**src/rtl/alu_sched_pkg.sv**
```systemverilog
// Shared definitions for the ALU operation scheduler.
//   - state_t    : scheduler FSM states
//   - UNIT_*     : unit-select codes carried in alu_fun[3:2]
//   - DEF_*      : default widths and timeout
//   - unit_of()  : extracts the unit-select field from a function code
package alu_sched_pkg;

  typedef enum logic [1:0] {
    ST_IDLE  = 2'b00,
    ST_ISSUE = 2'b01,
    ST_WAIT  = 2'b10,
    ST_RESP  = 2'b11
  } state_t;

  localparam logic [1:0] UNIT_ARITH = 2'b00;
  localparam logic [1:0] UNIT_LOGIC = 2'b01;
  localparam logic [1:0] UNIT_CMP   = 2'b10;
  localparam logic [1:0] UNIT_SHIFT = 2'b11;

  localparam int DEF_OPERAND_WIDTH = 16;
  localparam int DEF_ALU_FUN_WIDTH = 4;
  localparam int DEF_TIMEOUT       = 8;

  function automatic logic [1:0] unit_of(input logic [3:0] fun);
    return fun[3:2];
  endfunction

endpackage

```
**src/rtl/rr_arbiter_2.sv**
```systemverilog
// Two-way round-robin arbiter (purely combinational).
//   valid[1:0]  in   request lines
//   last_grant  in   index of the requester granted most recently
//   grant[1:0]  out  one-hot grant, all zero when nothing is valid
module rr_arbiter_2 (
  input  logic [1:0] valid,
  input  logic       last_grant,
  output logic [1:0] grant
);

  // A requester wins if it is alone, or on a tie if it was not the last winner.
  for (genvar gi = 0; gi < 2; gi++) begin : g_grant
    assign grant[gi] = valid[gi] && (!valid[1-gi] || (last_grant != 1'(gi)));
  end

endmodule

```
**src/rtl/alu_op_scheduler.sv**
```systemverilog
// Shares one ALU between two requesters, one operation in flight at a time.
// Accepts an op (round-robin between requesters), issues it to the ALU with
// a one-cycle enable strobe, waits for the result (or a timeout) and returns
// it tagged with the owning requester's id.
//   CLK, RST                 clock, synchronous active-low reset
//   reqN_valid/ready/a/b/fun request channel per requester (N = 0, 1)
//   alu_a/b/fun, alu_enable  registered operation towards the ALU
//   alu_out, alu_out_valid   result from the ALU
//   rsp_valid/ready/id/data/err  response channel (data 0 and err 1 on timeout)
//   busy                     high whenever the scheduler is not idle
module alu_op_scheduler
  import alu_sched_pkg::*;
#(
  parameter int OPERAND_WIDTH = DEF_OPERAND_WIDTH,
  parameter int ALU_FUN_WIDTH = DEF_ALU_FUN_WIDTH,
  parameter int TIMEOUT       = DEF_TIMEOUT
) (
  input  logic                     CLK,
  input  logic                     RST,
  input  logic                     req0_valid,
  output logic                     req0_ready,
  input  logic [OPERAND_WIDTH-1:0] req0_a,
  input  logic [OPERAND_WIDTH-1:0] req0_b,
  input  logic [ALU_FUN_WIDTH-1:0] req0_fun,
  input  logic                     req1_valid,
  output logic                     req1_ready,
  input  logic [OPERAND_WIDTH-1:0] req1_a,
  input  logic [OPERAND_WIDTH-1:0] req1_b,
  input  logic [ALU_FUN_WIDTH-1:0] req1_fun,
  output logic [OPERAND_WIDTH-1:0] alu_a,
  output logic [OPERAND_WIDTH-1:0] alu_b,
  output logic [ALU_FUN_WIDTH-1:0] alu_fun,
  output logic                     alu_enable,
  input  logic [OPERAND_WIDTH-1:0] alu_out,
  input  logic                     alu_out_valid,
  output logic                     rsp_valid,
  input  logic                     rsp_ready,
  output logic                     rsp_id,
  output logic [OPERAND_WIDTH-1:0] rsp_data,
  output logic                     rsp_err,
  output logic                     busy
);

  localparam int TW = $clog2(TIMEOUT);

  state_t                   state_reg, state_next;
  logic                     last_grant_reg;
  logic [TW-1:0]            timer_reg;
  logic [OPERAND_WIDTH-1:0] a_reg, b_reg, data_reg;
  logic [ALU_FUN_WIDTH-1:0] fun_reg;
  logic                     id_reg, err_reg;
  logic [1:0]               grant;
  logic                     timeout_hit;

  rr_arbiter_2 u_arb (
    .valid      ({req1_valid, req0_valid}),
    .last_grant (last_grant_reg),
    .grant      (grant)
  );

  assign timeout_hit = (timer_reg == TW'(TIMEOUT - 1));

  always_ff @(posedge CLK) begin
    if (!RST) begin
      state_reg <= ST_IDLE;
    end else begin
      state_reg <= state_next;
    end
  end

  always_comb begin
    state_next = state_reg;
    req0_ready = 1'b0;
    req1_ready = 1'b0;
    alu_enable = 1'b0;
    rsp_valid  = 1'b0;
    busy       = 1'b1;
    case (state_reg)
      ST_IDLE: begin
        busy = 1'b0;
        // Ready is gated by RST so no handshake is advertised while reset holds.
        req0_ready = RST && grant[0];
        req1_ready = RST && grant[1];
        if (|grant) state_next = ST_ISSUE;
      end
      ST_ISSUE: begin
        alu_enable = 1'b1;
        state_next = ST_WAIT;
      end
      ST_WAIT: begin
        if (alu_out_valid || timeout_hit) state_next = ST_RESP;
      end
      ST_RESP: begin
        rsp_valid = 1'b1;
        if (rsp_ready) state_next = ST_IDLE;
      end
      default: state_next = ST_IDLE;
    endcase
  end

  always_ff @(posedge CLK) begin
    if (!RST) begin
      last_grant_reg <= 1'b1;
      timer_reg      <= '0;
      a_reg          <= '0;
      b_reg          <= '0;
      fun_reg        <= '0;
      id_reg         <= 1'b0;
      data_reg       <= '0;
      err_reg        <= 1'b0;
    end else begin
      case (state_reg)
        ST_IDLE: begin
          if (|grant) begin
            a_reg          <= grant[1] ? req1_a   : req0_a;
            b_reg          <= grant[1] ? req1_b   : req0_b;
            fun_reg        <= grant[1] ? req1_fun : req0_fun;
            id_reg         <= grant[1];
            last_grant_reg <= grant[1];
          end
        end
        ST_ISSUE: timer_reg <= '0;
        ST_WAIT: begin
          timer_reg <= timer_reg + TW'(1);
          // A result arriving on the timeout cycle still counts as a result.
          if (alu_out_valid) begin
            data_reg <= alu_out;
            err_reg  <= 1'b0;
          end else if (timeout_hit) begin
            data_reg <= '0;
            err_reg  <= 1'b1;
          end
        end
        default: ;
      endcase
    end
  end

  assign alu_a    = a_reg;
  assign alu_b    = b_reg;
  assign alu_fun  = fun_reg;
  assign rsp_id   = id_reg;
  assign rsp_data = data_reg;
  assign rsp_err  = err_reg;

endmodule
```
**config.mk**
```make
export PLATFORM = sky130hd
export DESIGN_NAME = alu_op_scheduler
export DESIGN_NICKNAME = d
export VERILOG_FILES = /design/src/rtl/alu_sched_pkg.sv /design/src/rtl/rr_arbiter_2.sv /design/src/rtl/alu_op_scheduler.sv
export SDC_FILE = /design/constraint.sdc
export NUM_CORES = 1
export LEC_CHECK = 0
export BUFFER_PORTS_ARGS = -buffer_cell sky130_fd_sc_hd__buf_2
export CAP_MARGIN = 20
export CORE_MARGIN = 10
export CORE_UTILIZATION = 25
export DETAILED_ROUTE_END_ITERATION = 12
export GPL_ROUTABILITY_DRIVEN = 0
export PLACE_DENSITY = 0.63
export SLEW_MARGIN = 20
export SYNTH_ARGS = -nofsm -noshare
export SYNTH_HDL_FRONTEND = slang
export SYNTH_SLANG_ARGS = --single-unit
```
**constraint.sdc**
```tcl
create_clock -name CLK -period 1.9 [get_ports CLK]
set_input_delay 0.19 -clock CLK [delete_from_list [all_inputs] [get_ports CLK]]
set_output_delay 0.19 -clock CLK [all_outputs]
set_load 0.01 [all_outputs]
```
# Yosys cells after proc, flatten, opt, wreduce, memory -nomap -nowiden
# Cells that the tools add are included.
# classes
n_addsub,1
multipliers,0
div,0
magnitude_cmp,0
n_eq_ne,7
shift,0
muxes,17
bitwise_logic,1
n_reduce_logical,16
# ops
cell,count
16-bit two-way mux,4
2-bit case mux with 4 select lines,1
1-bit two-way mux,7
2-bit two-way mux,3
2-bit != test (second input constant),3
3-bit case mux with 2 select lines,1
2-bit equality test (second input constant),2
1-bit logical AND,4
4-bit two-way mux,1
2-bit AND reduction,2
2-bit nonzero test,2
3-bit by 1-bit adder with 3-bit output (second input constant),1
3-bit equality test (second input constant),1
1-bit logical OR,3
3-bit AND reduction,1
2-bit by 1-bit equality test with 1-bit output (second input constant),1
1-bit logical NOT,2
2-bit logical NOT,1
2-bit OR reduction,1
1-bit NOT,1
# totals
reg_bits,60
latchBits,0
mem_bits_rw,0
mem_bits_ro,0
input_bits,94
output_inout_bits,59
memories,0

# Depth between registers and ports, before layout
# depth
word_depth,6
ltp_mapped,8

# Hierarchy
# Synthesis repeated with hierarchy kept, for this count alone.
# unflattened
cells_unflattened,267
area_unflattened_um2,2773.9
# modules_own_cells
module,n_inst,cells_each,area_per_inst_um2,seq_area_each_um2
alu_op_scheduler,1,264,2755.1,1201.2
rr_arbiter_2,1,3,18.8,0.0

# Least setup slack after synthesis
# Ideal clock, no wire load.
# synth_timing
kind,register to register
startpoint,register timer_reg[0]
endpoint,register err_reg (netlist: rsp_err)
setup_ps,120
arrival_ps,1403
required_ps,1780
setup_slack_ps,377
path_stages_with_launch,7
n_path_buf,1
period_less_slack_ps,1523
cell_sequence,dfxtp_1 > ha_1 > ha_1 > o21ai_2 > clkbuf_1 > nor2b_1 > nor3b_1
# synth_via
elab_chain_len,3
# synth_rtl
item,line_no,text
from (decl),alu_op_scheduler.sv:48,logic [TW-1:0] timer_reg;
from (signal assigned),alu_op_scheduler.sv:124,timer_reg <= timer_reg + TW'(1);
3-bit equality test,alu_op_scheduler.sv:61,assign timeout_hit = (timer_reg == TW'(TIMEOUT - 1));
2-bit nonzero test (no line),-,
2-bit AND reduction (no line),-,
to (signal assigned),alu_op_scheduler.sv:110,err_reg <= 1'b0;
to (signal assigned),alu_op_scheduler.sv:128,err_reg <= 1'b0;
to (signal assigned),alu_op_scheduler.sv:131,err_reg <= 1'b1;
to (decl),alu_op_scheduler.sv:51,"logic id_reg, err_reg;"
# Every way passes these cells.
# A chain may end at the register's enable or synchronous reset.

# Worst setup path after layout
# layout_timing
startpoint,register state_reg[0]
endpoint,register data_reg[13] (netlist: rsp_data[13])
# layout_via
elab_chain_len,2
# layout_rtl
item,line_no,text
from (decl),alu_op_scheduler.sv:46,"state_t state_reg, state_next;"
from (signal assigned),alu_op_scheduler.sv:67,state_reg <= state_next;
2-bit equality test,alu_op_scheduler.sv:112,case (state_reg)
2-bit AND reduction (no line),-,
to (signal assigned),alu_op_scheduler.sv:127,data_reg <= alu_out;
to (decl),alu_op_scheduler.sv:49,"logic [OPERAND_WIDTH-1:0] a_reg, b_reg, data_reg;"
# Every way passes these cells.

==> results.md <==
- Final Max Slew Viols: 0
- Number of antenna violations at the first check in global routing: 0
- Final period util: 0.883
- Reg clk slew, reported paths: roughly 80 ps
- Number of max-cap violations: 0
- Number of DRC markers in iteration 0: 90
- Boundary pin count: around 150
- Synth Area in Adders: 0.0289
- NumNets Final: roughly 510
- Floorplan die area: approximately 0.015 sq mm
- Compound-Gate Fraction of Synth Area: 0.223
- Final cell count without fillers: 553
- Multi-input logic area: 0.00124 sq mm
- Library cell with the largest summed area after synthesis: sky130_fd_sc_hd__dfxtp_1
- Final critical path time including I/O delays and setup: roughly 1700 ps
- Count of hold-fix buffers inserted at cts: 0
- Transition time at the pin with the least slew margin: around 600 ps
- Post-placement cell count: ~540
- Number of fillers in the final layout: about 1100
- Worst endpoint data arrival time: between 1500 and 2000 ps
- Synth Area in XOR/XNOR: 0
- Cells on worst reg2reg path: 5
- Share of synthesized area occupied by flip-flops and latches: 0.462
- Sequential cell area in the final layout: between 0.001 and 0.0015 sq mm
- Worst Hold Depth: 3
- Core ar.: just over 0.01 sq mm
- YS warnings: 0
- Leading cell types by total area after synthesis: sky130_fd_sc_hd__dfxtp_1, sky130_fd_sc_hd__mux2i_1, sky130_fd_sc_hd__a21oi_1
- Required @ worst endpoint: roughly 2200 ps
- Synth-to-layout area growth: 40.0%
- Most numerous cell types in the synthesized netlist: sky130_fd_sc_hd__dfxtp_1, sky130_fd_sc_hd__a21oi_1, sky130_fd_sc_hd__mux2i_1, sky130_fd_sc_hd__o21ai_0, sky130_fd_sc_hd__nor2b_1
- Endpoint kind of the worst setup timing path: flop
- Final-report hold violation count: 0
- Worst clock skew: 9.90 ps
- Routed Wire Length: between 8000 and 9000 microns
- Most frequently used cell type in the post-synthesis netlist: sky130_fd_sc_hd__dfxtp_1
- First-pass GRT wire length: 12600 microns
- Max frequency: a little under 600 MHz
- Number of diodes added for antenna fixing: 0
- Area share of and/or/nand/nor cells after synthesis: 0.0794
- Overflow left after global routing: 0
- Fraction of post-synthesis cell area in the top cell type by area: 0.462
- H-tree lvl count: 3
- Number of sinks handled by clock tree synthesis: 60
- Syn Area/Cell: a little under 10 sq um
- Number of buffers on the longest clock path: 2
- Total of cells resized after clock tree synthesis: 0
- Clock latency on the worst-skew pair: approximately 330 ps
- Die width: between 100 and 150 microns
- Unrepaired setup endpoints after global routing: no
- Setup repair bufs after CTS: 0
- Power per standard cell area: about 1200 mW/mm^2
- Run status: complete, no violations
- Clk Tree Root Cell: sky130_fd_sc_hd__clkbuf_8
- Slew margin rel.: 0.594
- Initial core utilization: 0.254
- Proportion of synthesized area in mux cells: 0.142
- Number of global-route vias before repair: ~2600
- Final number of setup-violating endpoints: 0
- Half-perimeter wire length after detailed placement: between 6000 and 7000 microns
- Overall global routing resource usage: 0.103
- Leakage power total: 1.72 nW
- Iteration count of the initial detailed-routing pass: 4
- Fraction of final layout cells sized beyond drive strength 1: 0.420
- Pin count of the biggest net entering global routing: 73
- Clock tree from TritonCTS: yes
- Post-detailed-route wirelength per cell: about 14 microns
- Worst supply voltage drop on vdd: 0.434 mV
- Largest family of logic cells by synthesized area: compound AO/OA/AOI/OAI gates
- Number of buffer cells added on primary ports: about 150
- Seq cells post-synth: 60
- Number of clock buffers inserted by TritonCTS: 9
- Die outline height: roughly 120 microns
- Category of the critical setup timing path: reg -> reg
- Share of flip-flops with an asynchronous set or reset: 0
- Worst min-delay path class: in -> reg
- Number of nets produced by synthesis: 367
- Post-synth top flop: sky130_fd_sc_hd__dfxtp_1
- Worst setup SP type: flop
- Vias/cell: 4.41
- Post-route DRC: 0
- Netlist area before placement: ~0.0026 sq mm
- Maximum fanout count along the critical path: 17
- Number of nets with antenna violations after routing: 0
- Vias: between 2000 and 2500
- Number of enable-type register cells in the synthesized netlist: 0
- Final total negative setup slack: 0 ps
- Cell count after synthesis: between 200 and 300
- Post-synthesis cell type count: 28
- Placement row count: 37
[area by class of cell]
| cell class | count | share of cell area |
|---|---|---|
| clock buffers | 10 | 0.0351 |
| clock inverters | 6 | 0.0175 |
| inverters | 4 | 0.00412 |
| multi-input cells | 180 | 0.341 |
| flip-flops and latches | 60 | 0.330 |
| well taps | 136 | 0.0467 |
| repair buffers | 157 | 0.226 |
[per-layer routing]
| layer | GRT usage | vias up | part of all wire |
|---|---|---|---|
| li1 | - | 1245 | - |
| met1 | 0.109 | 1089 | 0.41 |
| met2 | 0.171 | 99 | 0.48 |
| met3 | 0.0583 | 5 | 0.11 |
| met4 | 0.0335 | 0 | 0.0070 |
| met5 | 0 | - | 0 |
[worst paths after layout]
kind | from | end | slack, ps
worst max register to register | state_reg[0] | rsp_data[13] | 220
worst max-delay path | state_reg[0] | rsp_data[13] | 220
worst min-delay path | alu_out[1] | rsp_data[1] | 140
worst min register to register | timer_reg[1] | timer_reg[1] | 490
[per-stage QoR]
stage	utilization	hold WS (ps)	total power [mW]	area (sq um)	setup slack [ps]
6_report	0.356	136	4.54	3640	223
3_3_place_gp	0.337	462	3.42	3450	323
5_1_grt	0.356	113	4.90	3640	7.23
4_1_cts	0.356	112	4.62	3640	163
2_1_floorplan	-	373	2.83	2600	377
3_5_place_dp	0.337	476	3.46	3450	229
[critical path, cell delays in order (launching register included)]
cell and delay [ps]:
sky130_fd_sc_hd__dfxtp_1 340, sky130_fd_sc_hd__inv_1 90, sky130_fd_sc_hd__ha_1 300, sky130_fd_sc_hd__and2_1 560, sky130_fd_sc_hd__a22oi_1 180, sky130_fd_sc_hd__nor2b_1 140
[power by group]
group	leakage, nW	total, mW	switching [mW]	internal, mW
clock	0.0927	1.13	0.525	0.606
combinational	1.13	1.66	0.961	0.698
sequential	0.494	1.75	0.163	1.59
[cells in the final DEF, fill, tap and decap left out, types with 2 or more instances in the layout]
cell and instances:
sky130_fd_sc_hd__a22oi_1 16, sky130_fd_sc_hd__clkbuf_8 9, sky130_fd_sc_hd__nor2_1 3, sky130_fd_sc_hd__a21oi_1 38
sky130_fd_sc_hd__mux2i_1 37, sky130_fd_sc_hd__nand2b_1 3, sky130_fd_sc_hd__a21boi_0 3, sky130_fd_sc_hd__nor2b_1 19
sky130_fd_sc_hd__clkinv_2 2, sky130_fd_sc_hd__nand2_1 4, sky130_fd_sc_hd__ha_1 6, sky130_fd_sc_hd__buf_12 2
sky130_fd_sc_hd__dfxtp_1 60, sky130_fd_sc_hd__nand3_1 3, sky130_fd_sc_hd__inv_1 4, sky130_fd_sc_hd__buf_2 152
sky130_fd_sc_hd__clkinvlp_4 2, sky130_fd_sc_hd__buf_4 3, sky130_fd_sc_hd__o21ai_0 37
[logic make-up (layout without fill, tap and decap cells)]
logic type,count (synthesis),count (layout)
AOI/OAI and AO/OA,101,101
adders and majority gates,6,6
buffers and inverters,27,177
DFF,60,60
muxes,37,37
and+or+nand+nor,36,36
Note: power is estimated with default switching activity, not from simulation.
